File: config.mk
export PLATFORM = sky130hd
export DESIGN_NAME = wb_result_collector
export DESIGN_NICKNAME = d
export VERILOG_FILES = /design/src/rtl/wb_result_collector.sv
export SDC_FILE = /design/constraint.sdc
export NUM_CORES = 2
export LEC_CHECK = 0
export CAP_MARGIN = 20
export CELL_PAD_IN_SITES_DETAIL_PLACEMENT = 0
export CELL_PAD_IN_SITES_GLOBAL_PLACEMENT = 2
export CORE_UTILIZATION = 44
export DETAILED_ROUTE_END_ITERATION = 12
export GPL_TIMING_DRIVEN = 0
export HOLD_SLACK_MARGIN = 0.02
export PLACE_DENSITY_LB_ADDON = 0.08
export REMOVE_ABC_BUFFERS = 1
export SYNTH_ARGS = -nofsm -noshare
export SYNTH_HDL_FRONTEND = slang
export SYNTH_SLANG_ARGS = --single-unit
File: constraint.sdc
create_clock -name clk_i -period 9.4 [get_ports clk_i]
set_clock_uncertainty 0.1 [all_clocks]
set_input_delay 1.88 -clock clk_i [delete_from_list [all_inputs] [get_ports clk_i]]
set_output_delay 1.88 -clock clk_i [all_outputs]
set_load 0.01 [all_outputs]
File: src/rtl/wb_result_collector.sv
// Write-back result collector.
// Buffers results from four execute-stage result ports (flu, load, store, fpu)
// in per-source FIFOs and serialises them onto one scoreboard write port
// using round-robin arbitration. A flush discards everything buffered.

package wb_result_collector_pkg;

  // Exception record carried alongside each result; stored verbatim.
  typedef struct packed {
    logic [63:0] cause;
    logic [63:0] tval;
    logic        valid;
  } exception_t;

endpackage

module wb_result_collector
  import wb_result_collector_pkg::*;
#(
  parameter int DATA_WIDTH    = 64,
  parameter int TRANS_ID_BITS = 3,
  parameter int DEPTH         = 4
) (
  input  logic                     clk_i,
  input  logic                     rst_ni,
  input  logic                     flush_i,
  input  logic                     flu_valid_i,
  input  logic [TRANS_ID_BITS-1:0] flu_trans_id_i,
  input  logic [DATA_WIDTH-1:0]    flu_result_i,
  input  exception_t               flu_exception_i,
  input  logic                     load_valid_i,
  input  logic [TRANS_ID_BITS-1:0] load_trans_id_i,
  input  logic [DATA_WIDTH-1:0]    load_result_i,
  input  exception_t               load_exception_i,
  input  logic                     store_valid_i,
  input  logic [TRANS_ID_BITS-1:0] store_trans_id_i,
  input  logic [DATA_WIDTH-1:0]    store_result_i,
  input  exception_t               store_exception_i,
  input  logic                     fpu_valid_i,
  input  logic [TRANS_ID_BITS-1:0] fpu_trans_id_i,
  input  logic [DATA_WIDTH-1:0]    fpu_result_i,
  input  exception_t               fpu_exception_i,
  output logic                     wb_valid_o,
  output logic [TRANS_ID_BITS-1:0] wb_trans_id_o,
  output logic [DATA_WIDTH-1:0]    wb_result_o,
  output exception_t               wb_exception_o,
  input  logic                     wb_ready_i,
  output logic                     pending_o,
  output logic                     overflow_o
);

  localparam int NSRC = 4;
  localparam int PW   = $clog2(DEPTH);
  localparam int CW   = $clog2(DEPTH + 1);

  typedef struct packed {
    logic [TRANS_ID_BITS-1:0] id;
    logic [DATA_WIDTH-1:0]    data;
    exception_t               ex;
  } entry_t;

  // Per-source FIFO state
  entry_t        storage_q [NSRC][DEPTH];
  logic [CW-1:0] count_q   [NSRC];
  logic [CW-1:0] count_d   [NSRC];
  logic [PW-1:0] rptr_q    [NSRC];
  logic [PW-1:0] rptr_d    [NSRC];
  logic [PW-1:0] wptr_q    [NSRC];
  logic [PW-1:0] wptr_d    [NSRC];
  logic [1:0]    rr_ptr_q;
  logic [1:0]    rr_ptr_d;
  logic          overflow_q;
  logic          overflow_d;

  // Combinational helpers
  logic [NSRC-1:0] src_valid_s;
  entry_t          src_entry_s [NSRC];
  logic [NSRC-1:0] nonempty_s;
  logic            grant_found_s;
  logic [1:0]      grant_idx_s;
  entry_t          head_s;
  logic            handshake_s;
  logic [NSRC-1:0] pop_s;
  logic [NSRC-1:0] accept_s;
  logic [NSRC-1:0] drop_s;

  // Gather the four result ports into indexable arrays (flu=0 .. fpu=3).
  always_comb begin
    src_valid_s    = {fpu_valid_i, store_valid_i, load_valid_i, flu_valid_i};
    src_entry_s[0] = '{id: flu_trans_id_i,   data: flu_result_i,   ex: flu_exception_i};
    src_entry_s[1] = '{id: load_trans_id_i,  data: load_result_i,  ex: load_exception_i};
    src_entry_s[2] = '{id: store_trans_id_i, data: store_result_i, ex: store_exception_i};
    src_entry_s[3] = '{id: fpu_trans_id_i,   data: fpu_result_i,   ex: fpu_exception_i};
  end

  // Round-robin pick of the first non-empty FIFO at or after rr_ptr.
  always_comb begin
    logic [1:0] cand;
    grant_found_s = 1'b0;
    grant_idx_s   = 2'd0;
    for (int k = 0; k < NSRC; k++) begin
      nonempty_s[k] = (count_q[k] != CW'(0));
    end
    for (int i = 0; i < NSRC; i++) begin
      cand = rr_ptr_q + 2'(i);
      if (!grant_found_s && nonempty_s[cand]) begin
        grant_found_s = 1'b1;
        grant_idx_s   = cand;
      end else begin
        grant_found_s = grant_found_s;
      end
    end
  end

  // Drive write-back port from the granted head; flush masks valid.
  always_comb begin
    head_s         = storage_q[grant_idx_s][rptr_q[grant_idx_s]];
    wb_valid_o     = grant_found_s & ~flush_i;
    wb_trans_id_o  = head_s.id;
    wb_result_o    = head_s.data;
    wb_exception_o = head_s.ex;
    handshake_s    = wb_valid_o & wb_ready_i;
    pending_o      = |nonempty_s;
    overflow_o     = overflow_q;
  end

  // Push/pop decisions; a full FIFO still accepts when popped the same cycle.
  always_comb begin
    for (int k = 0; k < NSRC; k++) begin
      pop_s[k]    = handshake_s & (grant_idx_s == 2'(k));
      accept_s[k] = src_valid_s[k] & ~flush_i &
                    ((count_q[k] < CW'(DEPTH)) | pop_s[k]);
      drop_s[k]   = src_valid_s[k] & ~flush_i & ~accept_s[k];
    end
  end

  // Next-state for pointers, counts, arbitration pointer and sticky overflow.
  always_comb begin
    rr_ptr_d   = rr_ptr_q;
    overflow_d = overflow_q | (|drop_s);
    for (int k = 0; k < NSRC; k++) begin
      count_d[k] = count_q[k];
      rptr_d[k]  = rptr_q[k];
      wptr_d[k]  = wptr_q[k];
    end
    if (flush_i) begin
      rr_ptr_d = 2'd0;
      for (int k = 0; k < NSRC; k++) begin
        count_d[k] = CW'(0);
        rptr_d[k]  = PW'(0);
        wptr_d[k]  = PW'(0);
      end
    end else begin
      if (handshake_s) begin
        rr_ptr_d = grant_idx_s + 2'd1;
      end else begin
        rr_ptr_d = rr_ptr_q;
      end
      for (int k = 0; k < NSRC; k++) begin
        count_d[k] = count_q[k] + CW'(accept_s[k]) - CW'(pop_s[k]);
        rptr_d[k]  = pop_s[k]    ? rptr_q[k] + PW'(1) : rptr_q[k];
        wptr_d[k]  = accept_s[k] ? wptr_q[k] + PW'(1) : wptr_q[k];
      end
    end
  end

  // Control state registers with asynchronous reset.
  always_ff @(posedge clk_i or negedge rst_ni) begin
    if (!rst_ni) begin
      rr_ptr_q   <= 2'd0;
      overflow_q <= 1'b0;
      for (int k = 0; k < NSRC; k++) begin
        count_q[k] <= CW'(0);
        rptr_q[k]  <= PW'(0);
        wptr_q[k]  <= PW'(0);
      end
    end else begin
      rr_ptr_q   <= rr_ptr_d;
      overflow_q <= overflow_d;
      for (int k = 0; k < NSRC; k++) begin
        count_q[k] <= count_d[k];
        rptr_q[k]  <= rptr_d[k];
        wptr_q[k]  <= wptr_d[k];
      end
    end
  end

  // Entry storage; written on accepted pushes only, never reset.
  always_ff @(posedge clk_i) begin
    for (int k = 0; k < NSRC; k++) begin
      if (accept_s[k]) begin
        storage_q[k][wptr_q[k]] <= src_entry_s[k];
      end
    end
  end

endmodule

==> summary.md <==
| Metric | Value |
|---|---|
| Filler instances | 21494 |
| Top-level I/O count | 991 |
| Global routing met2 resource utilization | 45.9% |
| Peak supply drop | 0.000370 V |
| CP Class | flip-flop to primary output |
| Worst skew pair latency | 940 ps |
| Tot GR Track Use | 29.1% |
| Final worst-path setup slack | 1180 ps |
| FF-to-FF Start | count_q[10] |
| Clk pin slew, worst setup/hold paths | 60 ps |
| Hold crit path type | flip-flop to flip-flop |
| M3 GR Usage | 8.10% |
| Clock buffer count from CTS | 341 |
| Hold Startpoint | overflow_o |
| Rows | 193 |
| Initial antenna violation count | 218 |
| Die W | 529 um |
| P_leak | 0.0506 uW |
| First-pass GRT wire length | 569000 um |
| Critical Path End | wb_result_o[12] |
| RR Endpoint | storage_q[2][484] |
| Core area | 276000 um2 |
| Die ar. | 280000 um2 |
| Gate Count Post-Synth | 6401 |
| Worst setup EP type | primary output |
| Worst path required time | 7420 ps |
| Status | finished clean |
| Part of the cycle the worst path needs | 87.4% |
| Synth Warn # | 0 |
| Post-CTS setup buffers | 0 |
| Maximum root-to-sink buffer count | 4 |
| Flop2flop setup slack | 4490 ps |
| Multi-input logic area | 25200 um2 |
| Root Driver | clkbuf_16 |
| Slew margin rel. | 30.6% |
| Avg Cell Area, Syn | 19.1 um2 |
| Pwr per Cell Area | 409 nW/um2 |
| Final Cell Area | 152000 um2 |
| Worst hold margin | 377 ps |
| Largest net degree at the start of global routing | 64 |
| PortBufs | 990 |
| DR pass1 iterations | 13 |
| Synth Cell Area | 122000 um2 |
| DRT iter0 DRCs | 9595 |
| DIE HEIGHT | 529 um |
| Arr. time, crit path | 6240 ps |
| Register area | 94900 um2 |
| Area Growth Syn to Fin | 24.5% |
| Top Usage Layer GRT | met2 |
| Max Slew Vio Count | 0 |
| Worst Tran Pin Value | 1040 ps |
| Fin Setup TNS | 0 ps |
| Logic depth of the worst register-to-register path | 10 |
| GRT overflow | 0 |
| H-tree depth | 5 |
| Setup crit start | count_q[10] |
| Max-cap violations | 0 |
| Clk sinks | 3167 |
| Peak fanout along the critical path | 45 |
| Finish-stage setup viols | 0 |
| Synth unique cells | 52 |
| Met1 global-route usage | 38.3% |
| CTS resizes | 0 |
| Final GP Congestion | 0.762 |
| Share of layout cells above drive strength 1 | 17.7% |
| Final wirelength | 418000 um |
| # nets final | 8337 |
| ANT nets after route | 0 |
| Max Fclk | 122 MHz |
| Seq cells post-synth | 3167 |
| Vias after detailed routing | 71672 |
| Initial Util | 44.2% |
| Crit start category | flip-flop |
| Placed instance area | 141000 um2 |
| Vias in the first global route | 72472 |
| Part of the Yosys area used for sequential elements | 77.7% |
| Pre-CTS setup slack | 2090 ps |
| # DRC | 0 |
| Final HPWL DP | 259000 um |
| Final hold violation count | 0 |
| Wirelength per Cell | 36.0 um |
| RSZ-0062 raised after global routing | false |
| Fin crit period | 8220 ps |
| Vias per inst | 6.19 |
| Hold_buf cts | 0 |
| TritonCTS clock tree | built |
-- worst max-delay path, cell delays in order, from the launching register on --
cell             delay [ps]
dfrtp_1                 430
nor3_2                  460
o221ai_2                260
a21oi_4                 720
mux2i_1                 450
mux2_8                  470
buf_16                  420
nor2_4                  250
buf_12                  230
buf_16                  190
buf_16                  180
a221oi_2                310
clkdlybuf4s50_1         810
-- cell families (layout without fill, tap and decap cells) --
kind of cell               count (synthesis)  after routing  share of synthesized area [%]
DFF                                     3167           3167                           77.7
buffers and inverters                    515           1903                           1.89
AOI/OAI and AO/OA                       1212           1212                           9.60
muxes                                    793            793                           7.87
xor gates and xnor gates                  20             20                          0.143
adders and majority gates                 28             28                          0.311
other                                      0             94                              0
and+or+nand+nor                          666            666                           2.53
-- state kept, by name, indices dropped and copies added (netlist names) --
register / count
wptr_q: 8
count_q: 12
rr_ptr_q: 2
overflow_o: 1
storage_q: 3136
rptr_q: 8
-- metrics by stage --
stage	utilization [%]	power, uW	cells
floorplan	-	28900	5916
global placement	48.7	31000	10611
detailed placement	51.1	49600	10879
CTS	55.0	62600	11494
global route	55.0	64600	11561
finish	55.0	62300	11588
-- cell usage after synthesis, drive strengths merged --
library cell | n | share of area [%]
o21ai | 7 | 0.029
o2111ai | 1 | 0.0072
a22o | 2 | 0.014
inv | 30 | 0.092
o221a | 1 | 0.0092
nor3 | 4 | 0.030
clkbuf | 332 | 1.0
a221oi | 392 | 3.8
a21oi | 204 | 0.84
a311o | 1 | 0.0082
o22a | 1 | 0.0072
a211o | 1 | 0.0072
edfxtp | 3136 | 77
mux2 | 789 | 7.8
mux2i | 4 | 0.033
nor2b | 7 | 0.036
fa | 4 | 0.066
dfrtp | 31 | 0.63
o211ai | 1 | 0.0061
o22ai | 1 | 0.010
a211oi | 4 | 0.033
buf | 153 | 0.76
nand3 | 1 | 0.0041
nand4 | 1 | 0.0051
nor2 | 30 | 0.094
and3 | 196 | 1.0
a21o | 3 | 0.018
xor2 | 5 | 0.036
o31ai | 1 | 0.0061
a222oi | 588 | 4.8
nand3b | 2 | 0.012
xnor2 | 15 | 0.11
or3 | 4 | 0.020
o221ai | 3 | 0.032
and2 | 16 | 0.082
a41oi | 1 | 0.0072
ha | 24 | 0.25
nand2 | 405 | 1.2
-- layout make-up --
type,instances,area share [%]
diodes,94,0.155
clock buffers,436,5.95
clock inverters,179,1.01
inverters,30,0.0740
multi-input cells,2719,16.5
flip-flops and latches,3167,62.4
well taps,3705,3.05
repair buffers,1258,10.9
-- power breakdown --
part | leakage, uW | internal (uW) | switching (uW)
Sequential | 0.0289 | 16500 | 200
Combinational | 0.0166 | 14800 | 17900
Clock | 0.00517 | 7390 | 5540
Total | 0.0506 | 38700 | 23700
-- metal layers --
metal / routed length (um) / share of wire (%)
met5: 975 / 0.23
met4: 14200 / 3.4
met3: 40600 / 9.7
met2: 196000 / 47
met1: 166000 / 40
-- how the worst min path moves through the flow --
stage | to | slack (ps) | depth (start not counted)
2_1_floorplan | overflow_o | 390 | 1
3_3_place_gp | overflow_o | 350 | 1
3_5_place_dp | overflow_o | 350 | 1
4_1_cts | overflow_o | 380 | 1
5_1_grt | overflow_o | 400 | 1
6_report | overflow_o | 380 | 1
-- cells in the final DEF (no fill, tap or decap), types with 8 or more instances in the layout --
master,synthesis,final
a21oi_1,203,202
a221oi_1,208,208
a221oi_2,184,184
a222oi_1,588,588
and2_4,0,16
and3_1,196,196
buf_12,0,67
buf_16,0,181
buf_8,0,20
bufinv_16,0,21
clkbuf_1,327,87
clkbuf_16,0,349
clkdlybuf4s50_1,0,989
clkinv_1,0,80
clkinv_2,0,53
dfrtp_1,31,31
diode_2,0,94
edfxtp_1,3136,3136
ha_1,24,24
inv_1,30,30
inv_6,0,8
mux2_1,344,344
mux2_2,261,260
mux2_4,184,184
nand2_1,405,405
nor2_1,29,29
xnor2_1,15,15
(Power assumes the default switching activity.)
